## config.mk

```make
export PLATFORM = sky130hd
export DESIGN_NAME = ramp_seq_ctrl
export DESIGN_NICKNAME = d
export VERILOG_FILES = /design/src/rtl/ramp_seq_pkg.sv /design/src/rtl/ramp_seq_tick.sv /design/src/rtl/ramp_seq_ctrl.sv
export SDC_FILE = /design/constraint.sdc
export NUM_CORES = 1
export LEC_CHECK = 0
export CELL_PAD_IN_SITES_DETAIL_PLACEMENT = 2
export CELL_PAD_IN_SITES_GLOBAL_PLACEMENT = 2
export CORE_UTILIZATION = 25
export CTS_CLUSTER_DIAMETER = 80
export DETAILED_ROUTE_END_ITERATION = 12
export HOLD_SLACK_MARGIN = 0.03
export PLACE_DENSITY = 0.62
export SYNTH_ARGS = -nofsm -noshare
export SYNTH_HDL_FRONTEND = slang
export SYNTH_HIERARCHICAL = 1
export SYNTH_SLANG_ARGS = --single-unit
```

## constraint.sdc

```tcl
create_clock -name clk -period 10.89 [get_ports clk]
set_input_delay 2.178 -clock clk [delete_from_list [all_inputs] [get_ports clk]]
set_output_delay 2.178 -clock clk [all_outputs]
set_load 0.05 [all_outputs]
```

## src/rtl/ramp_seq_pkg.sv

```systemverilog
// Shared types and constants for the ramp sequencer: FSM states, step codes
// and the step lookup.
package ramp_seq_pkg;

    typedef enum logic [2:0] {
        IDLE  = 3'd0,
        CLEAR = 3'd1,
        RUN   = 3'd2,
        DWELL = 3'd3,
        DONE  = 3'd4
    } state_t;

    localparam logic [1:0] Y_ZERO    = 2'b00;
    localparam logic [1:0] Y_ONE     = 2'b01;
    localparam logic [1:0] Y_SIXTEEN = 2'b10;
    localparam logic [1:0] Y_BIG     = 2'b11;

    localparam logic [11:0] STEP_ZERO    = 12'd0;
    localparam logic [11:0] STEP_ONE     = 12'd1;
    localparam logic [11:0] STEP_SIXTEEN = 12'd16;
    localparam logic [11:0] STEP_BIG     = 12'd1290;

    localparam logic [11:0] DATA_MAX = 12'hFFF;

    function automatic logic [11:0] step_of(input logic [1:0] y);
        case (y)
            Y_ONE:     return STEP_ONE;
            Y_SIXTEEN: return STEP_SIXTEEN;
            Y_BIG:     return STEP_BIG;
            default:   return STEP_ZERO;
        endcase
    endfunction

endpackage

```

## src/rtl/ramp_seq_tick.sv

```systemverilog
// Delta prescaler: counts 0..eff_div-1 while not cleared, tick on the last count.
// A divider of 0 behaves as 1 (tick every cycle).
module ramp_seq_tick #(
    parameter int DIV_W = 16
) (
    input  logic             clk,
    input  logic             rst,
    input  logic             clr,
    input  logic [DIV_W-1:0] div,
    output logic             tick
);

    logic [DIV_W-1:0] cnt;
    logic [DIV_W-1:0] last;

    assign last = (div == '0) ? '0 : div - 1'b1;
    assign tick = !clr && (cnt == last);

    always_ff @(posedge clk) begin
        if (rst || clr)
            cnt <= '0;
        else if (tick)
            cnt <= '0;
        else
            cnt <= cnt + 1'b1;
    end

endmodule

```

## src/rtl/ramp_seq_ctrl.sv

```systemverilog
// Ramp sweep sequencer: single-shot or continuous sweeps with top dwell, never
// letting the ramp wrap. RAMP_SEQ_SWEEP_CNT_EN adds a saturating sweep counter.
module ramp_seq_ctrl
    import ramp_seq_pkg::*;
#(
    parameter int DIV_W   = 16,
    parameter int DWELL_W = 16,
    parameter int DATA_W  = 12
) (
    input  logic               clk,
    input  logic               rst,
    input  logic               start,
    input  logic               stop,
    input  logic               continuous,
    input  logic [1:0]         y_sel,
    input  logic [DIV_W-1:0]   tick_div,
    input  logic [DWELL_W-1:0] dwell,
    output logic [1:0]         ramp_y,
    output logic               ramp_enb,
    output logic               ramp_delta,
    output logic [DATA_W-1:0]  shadow,
    output logic               busy,
    output logic               done,
    output logic               err
`ifdef RAMP_SEQ_SWEEP_CNT_EN
    ,
    output logic [15:0]        sweep_cnt
`endif
);

    state_t             state, state_nxt;
    logic               cont_q;
    logic [1:0]         y_q;
    logic [DIV_W-1:0]   div_q;
    logic [DWELL_W-1:0] dwell_q;
    logic [DWELL_W-1:0] dwell_cnt;
    logic               tick;
    logic               start_ok;
    logic               reject;
    logic               sweep_end;
    logic [DATA_W:0]    nxt;

    ramp_seq_tick #(.DIV_W(DIV_W)) u_tick (
        .clk  (clk),
        .rst  (rst),
        .clr  (state != RUN),
        .div  (div_q),
        .tick (tick)
    );

    // One extra bit so a step past the top shows up as a carry instead of a wrap.
    assign nxt = {1'b0, shadow} + (DATA_W+1)'(step_of(y_q));

    always_comb begin
        state_nxt  = state;
        ramp_delta = 1'b0;
        sweep_end  = 1'b0;
        start_ok   = 1'b0;
        reject     = 1'b0;
        case (state)
            IDLE: begin
                if (start && !stop) begin
                    if (y_sel != Y_ZERO) begin
                        start_ok  = 1'b1;
                        state_nxt = CLEAR;
                    end else begin
                        reject = 1'b1;
                    end
                end
            end
            CLEAR: state_nxt = RUN;
            RUN: begin
                if (tick) begin
                    if (!nxt[DATA_W]) begin
                        ramp_delta = 1'b1;
                    end else if (dwell_q == '0) begin
                        sweep_end = 1'b1;
                        state_nxt = cont_q ? CLEAR : DONE;
                    end else begin
                        state_nxt = DWELL;
                    end
                end
            end
            DWELL: begin
                if (dwell_cnt == dwell_q - 1'b1) begin
                    sweep_end = 1'b1;
                    state_nxt = cont_q ? CLEAR : DONE;
                end
            end
            DONE:    state_nxt = IDLE;
            default: state_nxt = IDLE;
        endcase
        // Abort beats everything, including a delta due this cycle.
        if (stop && state != IDLE) begin
            state_nxt  = IDLE;
            ramp_delta = 1'b0;
            sweep_end  = 1'b0;
        end
    end

    assign busy     = (state != IDLE);
    assign ramp_enb = (state == RUN) || (state == DWELL);
    assign done     = (state == DONE);
    assign ramp_y   = busy ? y_q : 2'b00;

    always_ff @(posedge clk) begin
        if (rst) begin
            state     <= IDLE;
            cont_q    <= 1'b0;
            y_q       <= 2'b00;
            div_q     <= '0;
            dwell_q   <= '0;
            dwell_cnt <= '0;
            shadow    <= '0;
            err       <= 1'b0;
        end else begin
            state <= state_nxt;
            err   <= reject;
            if (start_ok) begin
                cont_q  <= continuous;
                y_q     <= y_sel;
                div_q   <= tick_div;
                dwell_q <= dwell;
            end
            if (state == CLEAR)
                shadow <= '0;
            else if (ramp_delta)
                shadow <= nxt[DATA_W-1:0];
            dwell_cnt <= (state == DWELL) ? dwell_cnt + 1'b1 : '0;
        end
    end

`ifdef RAMP_SEQ_SWEEP_CNT_EN
    always_ff @(posedge clk) begin
        if (rst || start_ok)
            sweep_cnt <= '0;
        else if (sweep_end && sweep_cnt != 16'hFFFF)
            sweep_cnt <= sweep_cnt + 1'b1;
    end
`endif

endmodule

```

# Yosys cells after proc, flatten, opt, wreduce, memory -nomap -nowiden
# Index checks and enable logic that the tools add are counted.
[totals]
ff_bits = 83
input_bits = 39
output_inout_bits = 19
word_cells = 69
[classes]
add_sub_neg = 5
n_eq_ne = 15
muxes = 19
bitwise_logic = 3
reduce_logical = 18
[ops]
columns = ["cell", "count"]
rows = [
  ["11-bit one-hot mux with 3 select lines", 1],
  ["16-bit by 1-bit adder with 16-bit output (second input constant)", 2],
  ["16-bit == test", 2],
  ["16-bit zero test", 2],
  ["16-bit by 1-bit subtractor with 16-bit output (second input constant)", 2],
  ["3-bit 2-to-1 mux", 7],
  ["16-bit 2-to-1 mux", 1],
  ["12-bit by 12-bit adder with 13-bit output", 1],
  ["3-bit one-hot mux with 4 select lines", 1],
  ["2-bit != test (second input constant)", 5],
  ["1-bit 2-to-1 mux", 8],
  ["2-bit OR reduction", 4],
  ["3-bit by 2-bit == test with 1-bit output (second input constant)", 2],
  ["5-bit AND reduction", 1],
  ["2-bit == test (second input constant)", 2],
  ["3-bit by 1-bit == test with 1-bit output (second input constant)", 1],
  ["3-bit == test (second input constant)", 1],
  ["1-bit logical AND", 3],
  ["3-bit zero test", 1],
  ["3-bit by 2-bit != test with 1-bit output (second input constant)", 1],
  ["1-bit NOT", 3],
  ["3-bit nonzero test", 1],
  ["3-bit OR reduction", 1],
  ["2-bit by 1-bit == test with 1-bit output (second input constant)", 1],
  ["4 further kinds", 6],
]

# Longest topological paths before layout
[depth]
word_depth = 7
depth_mapped = 15
ltp_nobuf = 14

# Hierarchy
# The synthesis kept the hierarchy.
[by_module_without_submodules]
columns = ["module", "instances", "cells_per_inst", "area_each_um2", "seq_area_each_um2"]
rows = [
  ["ramp_seq_ctrl", 1, 428, 3432.0, 1341.3],
  ["ramp_seq_tick", 1, 235, 1774.2, 320.3],
]

# Least setup slack after synthesis
# No wires, ideal clock.
[synth_path]
path_type = "register -> output"
from = "register div_q[0]"
to = "output port ramp_delta"
t_arrival_ns = 4.092
t_required_ns = 8.712
slack_ns = 4.620
stages_incl_launch_ff = 14
path_buffers = 2
path_cell_list = "dfxtp_1 > inv_1 > ha_1 > or4b_1 > buf_2 > nor2_4 > a21boi_0 > o21ai_0 > or4b_2 > or4_1 > nor3_1 > nand3_1 > a21oi_1 > clkbuf_1"
[synth_via]
elab_chain_len = 7
word_cells_on_any_way = 8
cone_classes = "1 x add/sub; 1 x eq/ne; 4 x mux; 2 x reduce/logical"
[synth_rtl]
columns = ["item", "line", "rtl"]
rows = [
  ["from (decl)", "ramp_seq_ctrl.sv:34", "logic [DIV_W-1:0] div_q;"],
  ["from (signal assigned)", "ramp_seq_ctrl.sv:122", "div_q <= tick_div;"],
  ["16-bit by 1-bit subtractor with 16-bit output or 16-bit zero test (tied branches)", "ramp_seq_tick.sv:16", "assign last = (div == '0) ? '0 : div - 1'b1;"],
  ["16-bit 2-to-1 mux (*)", "ramp_seq_tick.sv:16", ""],
  ["16-bit == test (*)", "ramp_seq_tick.sv:17", "assign tick = !clr && (cnt == last);"],
  ["1-bit logical AND (*)", "ramp_seq_tick.sv:17", ""],
  ["via tick", "ramp_seq_ctrl.sv:37", "logic tick;"],
  ["1-bit 2-to-1 mux (*)", "ramp_seq_ctrl.sv:73", "if (tick) begin"],
  ["1-bit 2-to-1 mux (*)", "ramp_seq_ctrl.sv:60", "case (state)"],
  ["1-bit 2-to-1 mux (*)", "ramp_seq_ctrl.sv:94", "if (stop && state != IDLE) begin"],
  ["to (decl)", "ramp_seq_ctrl.sv:20", "output logic ramp_delta,"],
]
# Mark *: on every way through the listed nets, which the timed path passes. The rest lies on a longest branch.

# Worst setup path in the final report
# Ends and elaborated chain as after synthesis.

==> flow_summary_export.csv <==
group,metric,value,unit
pwr,leakagePower,2.19,nW
logic_synthesis,async_flop_share,0,%
cts,cts_resized,0,
worst_hold_path,hold_class,"flip-flop to flip-flop",
flow_run,drv_cap,0,
logic_synthesis,yosys.area.top_type,"dfxtp_1",
logic_synthesis,yosys.area.top_type_share,31.9,%
cts,hold_buffers,0,
place,dp.final_hpwl,13100,µm
logic_synthesis,synth_warnings,6,
critical_path,required,8.71,ns
die,die_area,0.0214,mm²
place,port_buffers,57,
grt,grt_overflow,0,
place,gp_congestion,0.878,
logic_synthesis,netlist_instances,663,
finish,drive_gt1_share,6.94,%
sta,setup_tns,0,ns
cts,cts.path.max_buffers,2,
logic_synthesis,synth_area_leaders,"dfxtp_1, nand2_1, xor2_1",
detailed_routing,dr.pass1.iters,4,
pwr,peakVddDrop,0.0588,mV
sta,min_period_over_period,67.1,%
logic_synthesis,synth_fp_nets,714,
critical_path,path_class,"flip-flop to output pin",
finish,layout_commonest_cell,"nand2_1",
finish,nets,753,
finish,area_growth,20.8,%
logic_synthesis,synth_cell_types,77,
outcome,status,"complete, no violations",
cts,cts_sinks,83,
detailed_routing,routed_via_density,5.20,
logic_synthesis,synth-main-ff-cell,"dfxtp_1",
sta,setup_viol,0,
grt,grt_pass1_wl,28900,µm
logic_synthesis,synth_edf_count,0,
cts,clkTransAtPathRegs,0.06,ns
critical_path,ff2ff_setup_slack,6.45,ns
critical_path,end_kind,"output pin",
cts,htree_num_levels,3,
die,core-area,0.0203,mm²
finish,final_cell_mix,"nand2_1, dfxtp_1, nor2_1",
sta,fin_hold_ws,0.479,ns
critical_path,startpoint_type,"flip-flop",
critical_path,arrival,5.13,ns
die,io_pins,58,
logic_synthesis,synth.avg_cell_area,7.85,µm²
cts,root_buffer,"clkbuf_16",
sta,slew_headroom,29.8,%
die,rows,52,
sta,slew_violations,0,
place,placed_cells_incl_taps,961,
cts,cts_tree,"built",
logic_synthesis,synth_area,0.00521,mm²
place,place_area,0.00599,mm²
sta,hold_viol_final,0,
cts,cts_setup_buffers,0,
die,initial_core_util,25.6,%
grt,grt_max_degree,54,
die,die_h,146,µm
finish,diodes,0,
detailed_routing,vias,5071,
logic_synthesis,seq_area_frac_synth,31.9,%
grt,grt_antenna_before_repair,0,
sta,worst_pin_slew,1.05,ns
cts,cts_made_buffers,9,
detailed_routing,drtAntennaViolNets,0,
grt,grt_use_total,16.9,%
die,die_w,146,µm
detailed_routing,wire_per_inst,17.8,µm
logic_synthesis,ys_ff_latch,83,
sta,rsz0062_at_grt,"no",
sta,max_freq,0.137,GHz
sta,finalCriticalPeriod,7.31,ns
finish,fin_cells,976,
critical_path,r2r_cells,15,
worst_hold_path,whs_path_depth,2,
critical_path,worst-path-max-fanout,17,
detailed_routing,wirelength,17400,µm
grt,first_global_vias,5578,
sta,skew,0.0104,ns
detailed_routing,drcViolationCount,0,
cts,clk_latency,0.35,ns
pwr,power.density,126,mW/mm²
finish,final_cell_area,0.00629,mm²
detailed_routing,drt_iter0_markers,174,
[layout make-up]
class,instances,area (µm²)
Inverter,21,78.8
Fill cell,2373,14000
Sequential cell,83,1660
Multi-Input combinational cell,526,3310
Timing Repair Buffer,61,596
Clock buffer,11,253
Clock inverter,4,48.8
Tap cell,270,338
[report_power, final]
group          internal [mW]  total [mW]  switching [mW]
clock                  0.189       0.321           0.132
sequential             0.310       0.321          0.0117
combinational         0.0638       0.148          0.0847
total                  0.563       0.791           0.228
[metrics by stage]
step	utilization (%)	power (mW)	setup slack, ns
after floorplan	-	0.427	4.62
after global placement	29.5	0.471	4.07
after detailed placement	29.5	0.475	3.98
after CTS	31.0	0.803	3.56
after global routing	31.0	0.828	3.28
final	31.0	0.791	3.58
[path summary, 6_finish.rpt]
kind	from	endpoint
setup reg to reg	div_q[0]	shadow[7]
setup / recovery	div_q[0]	ramp_delta
hold / removal	cont_q	cont_q
hold reg to reg	cont_q	cont_q
[sequential cells by signal (all words and copies together) (netlist names)]
signal,count
div_q,16
state,3
cont_q,1
y_q,2
u_tick/cnt,16
err,1
shadow,12
dwell_cnt,16
dwell_q,16
[cell families (layout without fill, tap and decap cells)]
logic type	after synthesis	in the layout	share of synthesized area [%]
fa+ha+maj	12	12	3.03
mux	9	9	1.83
buf+inv	54	97	4.52
xor+xnor	64	64	10.8
flops	83	83	31.9
compound gates	121	121	15.5
simple gates	320	320	32.5
[cell usage after synthesis (all sizes together) (2+ instances only)]
cell,number
nand2,106
dfxtp,83
nor2,61
a21oi,44
xor2,33
xnor2,31
clkbuf,27
nand3,23
nor4,22
o21ai,22
inv,21
nor3,19
ha,11
nand4,11
nor2b,11
and3,9
or3,9
or4,9
buf,6
nand3b,6
a211oi,5
and4,5
mux2i,5
nand2b,5
a21o,4
and2,4
mux2,4
o21a,4
o311ai,4
o31ai,4
o41ai,4
or2,4
or4b,4
a221oi,3
a31oi,3
nand4b,3
nor3b,3
nor4b,3
o31a,3
a211o,2
a311oi,2
o2111ai,2
o211ai,2
o21bai,2
[critical path, cell delays in order (launching register included)]
cell and delay, ns:
dfxtp_1 0.38, inv_1 0.08, ha_1 0.26, nor4b_2 0.61, nand4_2 0.37, mux2_2 0.39
nand2b_1 0.15, or2_2 0.29, or4_1 0.51, nor3_1 0.39, nand3_1 0.12, a21oi_1 0.14
buf_4 0.24, clkdlybuf4s50_1 0.83
[metal layers]
layer	vias to the layer above	routed length (µm)	GRT usage, %
met5	-	0	0
met4	0	314	6.20
met2	68	8980	31.2
li1	2444	-	-
met1	2538	7570	19.3
met3	21	508	2.78
Note: power is estimated with default switching activity, not from simulation.
